$ cat src/rtl/sms_pkg.sv
// Shared constants for the SMS trigger-card counter family: default sizing
// and the binary/decimal mode encoding used on the decimal_mode pin.
package sms_pkg;

  localparam int WIDTH_DEFAULT   = 4;
  localparam int DEC_MAX_DEFAULT = 9;

  typedef enum logic {
    MODE_BINARY  = 1'b0,
    MODE_DECIMAL = 1'b1
  } mode_e;

endpackage

$ cat src/rtl/sms_trigger_counter_if.sv
// Signal bundle between a trigger counter card and whatever drives it.
interface sms_trigger_counter_if
  import sms_pkg::*;
#(
  parameter int WIDTH = WIDTH_DEFAULT
);

  // Level-based bus with no valid/ready handshake: inputs are sampled on
  // every rising clk edge; ac_set counts on its sampled rising edge when
  // gate is high; q/q_n/terminal are levels; carry_pulse is high for exactly
  // one cycle after a wrap.
  logic             ac_set;
  logic             gate;
  logic             decimal_mode;
  logic             load;
  logic [WIDTH-1:0] load_value;
  logic [WIDTH-1:0] q;
  logic [WIDTH-1:0] q_n;
  logic             carry_pulse;
  logic             terminal;

  modport master (
    output ac_set, gate, decimal_mode, load, load_value,
    input  q, q_n, carry_pulse, terminal
  );

  modport slave (
    input  ac_set, gate, decimal_mode, load, load_value,
    output q, q_n, carry_pulse, terminal
  );

endinterface

$ cat src/rtl/sms_edge_detect.sv
// Gated rising-edge detector for a trigger input level; reusable per card.
module sms_edge_detect (
  input  logic clk,
  input  logic reset_left,
  input  logic i_level,
  input  logic i_gate,
  output logic o_event
);

  logic r_prev;

  // Held at 1 through reset so a level already high at release is not an edge.
  always_ff @(posedge clk or posedge reset_left) begin
    if (reset_left) begin
      r_prev <= 1'b1;
    end else begin
      r_prev <= i_level;
    end
  end

  assign o_event = i_level & ~r_prev & i_gate;

endmodule

$ cat src/rtl/sms_trigger_counter.sv
// One trigger counter card: gated ac_set edges advance a binary or decimal
// count; wrap produces a one-cycle carry that can feed the next card.
module sms_trigger_counter
  import sms_pkg::*;
#(
  parameter int WIDTH   = WIDTH_DEFAULT,
  parameter int DEC_MAX = DEC_MAX_DEFAULT
) (
  input logic                  clk,
  input logic                  reset_left,
  sms_trigger_counter_if.slave bus
);

  localparam logic [WIDTH-1:0] BIN_WRAP = '1;
  localparam logic [WIDTH-1:0] DEC_WRAP = WIDTH'(DEC_MAX);
  // Narrow cards cannot hold a decade, so they ignore decimal_mode.
  localparam bit DEC_SUPPORTED = (WIDTH >= 4);

  logic             w_advance;
  logic             w_dec_en;
  logic [WIDTH-1:0] w_wrap;
  logic             w_wrap_hit;
  logic [WIDTH-1:0] r_q;
  logic             r_carry;

  sms_edge_detect u_edge (
    .clk        (clk),
    .reset_left (reset_left),
    .i_level    (bus.ac_set),
    .i_gate     (bus.gate),
    .o_event    (w_advance)
  );

  assign w_dec_en = DEC_SUPPORTED && (mode_e'(bus.decimal_mode) == MODE_DECIMAL);
  assign w_wrap   = w_dec_en ? DEC_WRAP : BIN_WRAP;
  // ">=" also catches an out-of-range value left by a load or mode change.
  assign w_wrap_hit = (r_q >= w_wrap);

  always_ff @(posedge clk or posedge reset_left) begin
    if (reset_left) begin
      r_q     <= '0;
      r_carry <= 1'b0;
    end else if (bus.load) begin
      r_q     <= bus.load_value;
      r_carry <= 1'b0;
    end else if (w_advance) begin
      if (w_wrap_hit) begin
        r_q     <= '0;
        r_carry <= 1'b1;
      end else begin
        r_q     <= r_q + 1'b1;
        r_carry <= 1'b0;
      end
    end else begin
      r_carry <= 1'b0;
    end
  end

  assign bus.q           = r_q;
  assign bus.q_n         = ~r_q;
  assign bus.carry_pulse = r_carry;
  assign bus.terminal    = (r_q == w_wrap);

endmodule
$ cat src/flat_wrapper.sv
// flat-port wrapper written by rule: the top's interface ports become plain ports
module sms_trigger_counter_flat import sms_pkg::*;
#(
  parameter int WIDTH   = WIDTH_DEFAULT,
  parameter int DEC_MAX = DEC_MAX_DEFAULT
)
  (clk, reset_left, bus_ac_set, bus_gate, bus_decimal_mode, bus_load, bus_load_value, bus_q, bus_q_n, bus_carry_pulse, bus_terminal);
  sms_trigger_counter_if #(.WIDTH(WIDTH)) bus_i ();
  input logic clk;
  input logic reset_left;
  input wire logic [$bits(bus_i.ac_set)-1:0] bus_ac_set;
  input wire logic [$bits(bus_i.gate)-1:0] bus_gate;
  input wire logic [$bits(bus_i.decimal_mode)-1:0] bus_decimal_mode;
  input wire logic [$bits(bus_i.load)-1:0] bus_load;
  input wire logic [$bits(bus_i.load_value)-1:0] bus_load_value;
  output wire logic [$bits(bus_i.q)-1:0] bus_q;
  output wire logic [$bits(bus_i.q_n)-1:0] bus_q_n;
  output wire logic [$bits(bus_i.carry_pulse)-1:0] bus_carry_pulse;
  output wire logic [$bits(bus_i.terminal)-1:0] bus_terminal;
  assign bus_i.ac_set = bus_ac_set;
  assign bus_i.gate = bus_gate;
  assign bus_i.decimal_mode = bus_decimal_mode;
  assign bus_i.load = bus_load;
  assign bus_i.load_value = bus_load_value;
  assign bus_q = bus_i.q;
  assign bus_q_n = bus_i.q_n;
  assign bus_carry_pulse = bus_i.carry_pulse;
  assign bus_terminal = bus_i.terminal;
  sms_trigger_counter #(.WIDTH(WIDTH), .DEC_MAX(DEC_MAX)) u_core (.clk(clk), .reset_left(reset_left), .bus(bus_i));
endmodule
$ cat config.mk
export PLATFORM = sky130hd
export DESIGN_NAME = sms_trigger_counter_flat
export DESIGN_NICKNAME = d
export VERILOG_FILES = /design/src/rtl/sms_pkg.sv /design/src/rtl/sms_trigger_counter_if.sv /design/src/rtl/sms_edge_detect.sv /design/src/rtl/sms_trigger_counter.sv /design/src/flat_wrapper.sv
export SDC_FILE = /design/constraint.sdc
export NUM_CORES = 1
export LEC_CHECK = 0
export CAP_MARGIN = 20
export CORE_AREA = 2 2 39 41
export CTS_CLUSTER_DIAMETER = 200
export DETAILED_ROUTE_END_ITERATION = 10
export DIE_AREA = 0 0 41 43
export PLACE_DENSITY = 0.74
export REMOVE_ABC_BUFFERS = 1
export SYNTH_ARGS = -nofsm -noshare
export SYNTH_HDL_FRONTEND = slang
export SYNTH_SLANG_ARGS = --single-unit
$ cat constraint.sdc
create_clock -name clk -period 4.3 [get_ports clk]
set_input_delay 0.86 -clock clk [delete_from_list [all_inputs] [get_ports clk]]
set_output_delay 0.86 -clock clk [all_outputs]
set_load 0.02 [all_outputs]
==> results of run 1 <==
[worst register-to-register path, delay by kind of cell, from the launching register on]
family / cells / cell delay (ns)
adders and majority gates: 1 / 0.37
AOI/OAI and AO/OA: 3 / 0.70
DFF: 1 / 0.44
[synth_stat cells, types with 2 or more instances]
cell	instances
o21ai_1	2
ha_1	3
dfrtp_1	5
nor2_1	3
nor2b_1	3
o211ai_1	2
a21oi_1	4
nand3_1	2
inv_1	5
[power by group]
part	internal, uW	leakage [uW]	switching [uW]
sequential	62.3	0.0000699	8.39
clock	35.2	0.0000150	21.5
combinational	40.1	0.000178	40.7
total	138	0.000263	70.6
[how the worst max path moves through the flow]
stage,from,end,slack [ns],cells past startpoint
2_1_floorplan,bus_decimal_mode,bus_terminal,1.96,2
3_3_place_gp,bus_decimal_mode,bus_terminal,1.02,4
3_5_place_dp,bus_decimal_mode,bus_terminal,1.01,4
4_1_cts,bus_decimal_mode,bus_terminal,1.01,4
5_1_grt,bus_decimal_mode,bus_terminal,0.97,4
6_report,bus_decimal_mode,bus_terminal,1.01,4
[flip-flops by register name (all words and copies together) (netlist names)]
| name | count |
|---|---|
| u_core.bus.q | 4 |
| u_core.u_edge.r_prev | 1 |
| u_core.bus.carry_pulse | 1 |
[final cells by class]
cell class	count	area (um^2)
Timing Repair Buffer	19	190
Multi-Input combinational cell	32	228
Sequential cell	6	151
Clock buffer	4	26.3
Tap cell	16	20.0
Fill cell	144	749
Inverter	5	18.8
[placed cells by master, fill, tap and decap left out]
cell,instances
clkbuf_1,1
and3b_1,1
o2111ai_1,1
o21ai_1,2
nor2b_1,3
and4_1,1
ha_1,3
nor3b_1,1
inv_1,5
nor4_1,1
o21ai_0,1
a21oi_1,4
nor2_1,3
a211oi_4,1
a211oi_1,1
nand3b_1,1
o21a_1,1
dfstp_2,1
nor3_1,1
nand3_1,2
o211ai_1,2
o31a_1,1
dfrtp_1,5
clkdlybuf4s50_1,19
nand2_1,1
clkbuf_4,3
[cells by family after synthesis]
group	after synthesis	synth area share, %
compound gates	14	25.5
buf+inv	6	5.61
fa+ha+maj	3	9.35
simple gates	15	21.8
flops	6	37.7
[metrics by stage]
stage	power, uW	std cells
2_1_floorplan	115	43
3_3_place_gp	151	78
3_5_place_dp	153	78
4_1_cts	212	82
5_1_grt	223	82
6_report	208	82
[routing by layer]
| layer | global-route usage, % | vias to the layer above | part of all wire (%) |
|---|---|---|---|
| met5 | 0 | - | 0 |
| met1 | 14.9 | 188 | 40 |
| met4 | 5.33 | 0 | 0.63 |
| met2 | 20.9 | 13 | 52 |
| met3 | 7.85 | 2 | 6.6 |
| li1 | - | 207 | - |
==> run_results.csv, run 1 <==
group,metric,value,unit
run_status,status,"finished clean",
place,dpl-instance-area,608,um^2
critical_path,path_max_fanout,2,
routing,vias_per_cell,5.00,
floorplan,rows,14,
place,gp_congestion,0.819,
critical_path,cp_slowest_cell,"clkdlybuf4s50_1",
floorplan,ios,20,
pwr,p_per_area,328,nW/um^2
critical_path,crit_path_start_kind,"input port",
hold_path,hold_start,"u_core.bus.q[1]$_DFFE_PP0P_",
critical_path,cp_slowest_stage_delay,0.59,ns
clock_network,cts-hold-fix-buffers,0,
layout,antenna_cells,0,
pwr,p_leak,0.000263,uW
layout,area_growth,57.9,%
job,max_cap_violations,0,
pwr,irDropWorstVdd,142,uV
global_route,grt_pass1_vias,403,
timing,fin_skew,0.0101,ns
critical_path,path_common_cell,"clkdlybuf4s50_1",
place,dp_hpwl,739,um
timing,period_needed,3.29,ns
global_route,grt.overflow.total,0,
floorplan,die-area,1760,um^2
timing,maxSlewViolCount,0,
layout,post-route-util,45.8,%
hold_path,min_to,"u_core.bus.q[1]$_DFFE_PP0P_",
clock_network,htreeDepth,1,
logic_synthesis,synthArstFlopShare,100,%
hold_path,hp-class,"reg2reg",
routing,drc,0,
critical_path,end_kind,"primary output",
routing,drt.antenna.violating_nets,0,
critical_path,r2r_setup_slack,2.72,ns
critical_path,critPathKind,"in2out",
routing,first_iter_violations,3,
global_route,grt_antenna_before_repair,0,
timing,period_share,76.5,%
routing,wl_per_cell,11.6,um
logic_synthesis,synth.top_cell.area_share,31.2,%
logic_synthesis,synth_cell_types,24,
place,numPortBuffers,19,
timing,tightest_slew,0.399,ns
critical_path,reg2reg_depth,4,
logic_synthesis,synth_area_leaders,"dfrtp_1 31%, ha_1 9.3%, dfstp_2 6.5%",
floorplan,core,1380,um^2
routing,drt_first_pass_iters,4,
critical_path,cp.arrival,2.43,ns
logic_synthesis,synth_edf_count,0,
place,place_ws,1.01,ns
floorplan,start_util,29.0,%
clock_network,cts_made_buffers,3,
clock_network,cts_setup_buffers,0,
timing,fin_ws,1.01,ns
clock_network,cts_root_buffer,"clkbuf_4",
critical_path,critPathBufInv,2,
logic_synthesis,synth_ff_type,"dfrtp_1",
floorplan,die_w,41,um
logic_synthesis,synth_seq_cells,6,
logic_synthesis,postSynthAreaPerCell,9.13,um^2
routing,drt_wl_total,952,um
critical_path,worstPathRequired,3.44,ns
timing,hold_ws,0.697,ns
clock_network,clk_pin_slew,0.04,ns
floorplan,dieHeight,43,um
logic_synthesis,netlist_area,402,um^2
hold_path,min_delay_path_depth,2,
timing,setup_viol,0,
logic_synthesis,yosys.area.top_type,"dfrtp_1",
critical_path,worstReg2RegStart,"u_core.bus.q[1]$_DFFE_PP0P_",
routing,vias,410,
logic_synthesis,yosysSeqAreaShare,37.7,%
critical_path,critical_path.cell_chain,"clkdlybuf4s50_1 > ha_1 > and4_1 > clkdlybuf4s50_1",
layout,drive_above_1_share,7.58,%
timing,hold_viol_final,0,
clock_network,cts_sinks,6,
global_route,grt_util_all_layers,13.7,%
clock_network,cts_tree,"yes",
timing,slew_headroom,73.2,%
timing,final.setup.tns,0,ns
critical_path,crit_family,"buffers and inverters",
clock_network,cts_resized,0,
logic_synthesis,yosys_warnings,0,
timing,fmax,0.304,GHz
critical_path,reg2reg_to,"u_core.bus.q[3]$_DFFE_PP0P_",
clock_network,clk_path_buf_depth,2,
global_route,grt_pass1_wl,1580,um
global_route,grt_start_max_net_pins,13,
layout,layout.nets,80,
clock_network,clock_latency,0.25,ns
layout,final_cell_area,634,um^2
timing,rsz0062_at_grt,"false",
logic_synthesis,synthCells,44,
No activity file was read; power rests on OpenSTA's default activity.
==> run 2, diff against run 1 <==
--- a/config.mk
+++ b/config.mk
@@ -10,7 +10,7 @@
 export CTS_CLUSTER_DIAMETER = 200
 export DETAILED_ROUTE_END_ITERATION = 10
 export DIE_AREA = 0 0 41 43
-export PLACE_DENSITY = 0.74
+export PLACE_DENSITY = 0.76
 export REMOVE_ABC_BUFFERS = 1
 export SYNTH_ARGS = -nofsm -noshare
 export SYNTH_HDL_FRONTEND = slang
==> constraint.sdc (replaced) <==
create_clock -name clk -period 3 [get_ports clk]
set_input_delay 0.6 -clock clk [delete_from_list [all_inputs] [get_ports clk]]
set_output_delay 0.6 -clock clk [all_outputs]
set_load 0.02 [all_outputs]
==> run 2 against run 1 <==
Against the previous run:
- design area did not move
- cell count did not move
- setup slack got worse by 0.78 ns
- first-iteration DRC count rose by 33%
- sequential cell count did not move
- clock power rose by 48%
- global-route usage rose by 0.49 points
- non-clock buffer count did not move
- critical endpoint unchanged
==> run_results.csv, run 2 (synthesis gave the netlist of run 1 again) <==
group,metric,value,unit
run_status,status,"finished clean",
floorplan,die-area,1760,um^2
clock_network,cts_made_buffers,3,
layout,drive_above_1_share,7.58,%
pwr,p_leak,0.000263,uW
layout,layout.nets,80,
clock_network,htreeDepth,1,
layout,antenna_cells,0,
layout,regArea,151,um^2
layout,area_growth,57.9,%
clock_network,cts_tree,"yes",
global_route,grt.overflow.total,0,
routing,vias_per_cell,5.02,
place,gp_congestion,0.775,
routing,drt_wl_total,943,um
critical_path,crit_path_start_kind,"input port",
clock_network,clk_path_buf_depth,2,
critical_path,reg2reg_depth,4,
timing,final.setup.tns,0,ns
critical_path,worstPathRequired,2.40,ns
global_route,grt_pass1_wl,1640,um
timing,period_share,92.2,%
timing,tightest_slew,0.382,ns
layout,largest_reg_flops,4,
place,dp_hpwl,709,um
routing,drc,0,
floorplan,start_util,29.0,%
routing,drt.antenna.violating_nets,0,
floorplan,rows,14,
critical_path,path_max_fanout,2,
floorplan,die_w,41,um
hold_path,hp-class,"in2async",
floorplan,core,1380,um^2
timing,fin_ws,0.233,ns
timing,fmax,0.361,GHz
job,max_cap_violations,0,
pwr,p_per_area,473,nW/um^2
floorplan,dieHeight,43,um
critical_path,worstReg2RegStart,"u_core.bus.q[1]$_DFFE_PP0P_",
clock_network,cts_resized,0,
global_route,grt_pass1_vias,377,
critical_path,cp.arrival,2.17,ns
timing,period_needed,2.77,ns
layout,final_cell_mix,"19 x clkdlybuf4s50_1, 5 x inv_1, 5 x dfrtp_1",
critical_path,r2r_setup_slack,1.43,ns
layout,final_common_cell,"clkdlybuf4s50_1",
global_route,grt_util_all_layers,14.2,%
routing,drt_first_pass_iters,4,
routing,wl_per_cell,11.5,um
timing,maxSlewViolCount,0,
timing,rsz0062_at_grt,"false",
critical_path,critPathKind,"in2out",
layout,fillers,153,
routing,vias,412,
place,numPortBuffers,19,
clock_network,cts-hold-fix-buffers,0,
global_route,grt_antenna_before_repair,0,
critical_path,end_kind,"primary output",
clock_network,cts_setup_buffers,0,
pwr,irDropWorstVdd,196,uV
global_route,grt_start_max_net_pins,13,
clock_network,cts_root_buffer,"clkbuf_4",
routing,first_iter_violations,4,
timing,hold_viol_final,0,
timing,setup_viol,0,
clock_network,clk_pin_slew,0.05,ns
timing,fin_skew,0.00564,ns
layout,multi_input_area,228,um^2
clock_network,clock_latency,0.25,ns
clock_network,cts_sinks,6,
critical_path,reg2reg_to,"u_core.bus.q[3]$_DFFE_PP0P_",
floorplan,ios,20,
place,place_ws,0.229,ns
critical_path,crit_start,"bus_decimal_mode",
timing,slew_headroom,74.4,%
-- run 2: cell counts in the layout (fill, tap and decap cells not counted) --
No cell type changed its count.
-- run 2: per-layer routing --
layer	up-vias	global-route usage, %	part of all wire (%)
li1	204	-	-
met3	0	9.42	9.5
met1	191	16.8	45
met5	-	0	0
met2	17	20.3	45
met4	0	4.00	0
-- run 2: metrics by stage --
| step | total power, uW | hold WS (ns) | cell area, um^2 | util (%) | cells |
|---|---|---|---|---|---|
| 5_1_grt | 326 | 0.581 | 634 | 45.8 | 82 |
| 3_3_place_gp | 217 | 0.684 | 608 | 43.9 | 78 |
| 2_1_floorplan | 164 | 0.390 | 398 | - | 43 |
| 6_report | 300 | 0.558 | 634 | 45.8 | 82 |
| 4_1_cts | 305 | 0.565 | 634 | 45.8 | 82 |
| 3_5_place_dp | 219 | 0.704 | 608 | 43.9 | 78 |
-- run 2: power breakdown --
group / leakage (uW) / switching (uW) / internal (uW)
sequential: 0.0000699 / 12.4 / 89.2
combinational: 0.000178 / 57.5 / 57.4
clock: 0.0000150 / 33.2 / 50.6
total: 0.000263 / 103 / 197
-- run 2: worst max path at each step --
stage | endpoint | slack (ns) | cells after the start
floorplan | bus_terminal | 1.18 | 2
global placement | bus_terminal | 0.25 | 4
detailed placement | bus_terminal | 0.23 | 4
CTS | bus_terminal | 0.23 | 4
global route | bus_terminal | 0.19 | 4
finish | bus_terminal | 0.23 | 4
-- run 2: layout make-up --
| type | count | share of cell area, % |
|---|---|---|
| tap | 16 | 3.16 |
| inverter | 5 | 2.96 |
| clock buffer | 4 | 4.14 |
| timing repair buffer | 19 | 30.0 |
| sequential | 6 | 23.9 |
| multi-input combinational | 32 | 35.9 |
-- run 2: worst max-delay path, stage by stage --
cell	delay, ns
clkdlybuf4s50_1	0.43
ha_1	0.34
and4_1	0.20
clkdlybuf4s50_1	0.59
==> run 3, diff against run 2 <==
--- a/config.mk
+++ b/config.mk
@@ -5,7 +5,8 @@
 export SDC_FILE = /design/constraint.sdc
 export NUM_CORES = 1
 export LEC_CHECK = 0
-export CAP_MARGIN = 20
+export ABC_CLOCK_PERIOD_IN_PS = 3000
+export CAP_MARGIN = 5
 export CORE_AREA = 2 2 39 41
 export CTS_CLUSTER_DIAMETER = 200
 export DETAILED_ROUTE_END_ITERATION = 10
==> results of run 3 <==
Same layout as run 2: the final DEF is identical, and so are final timing and power.
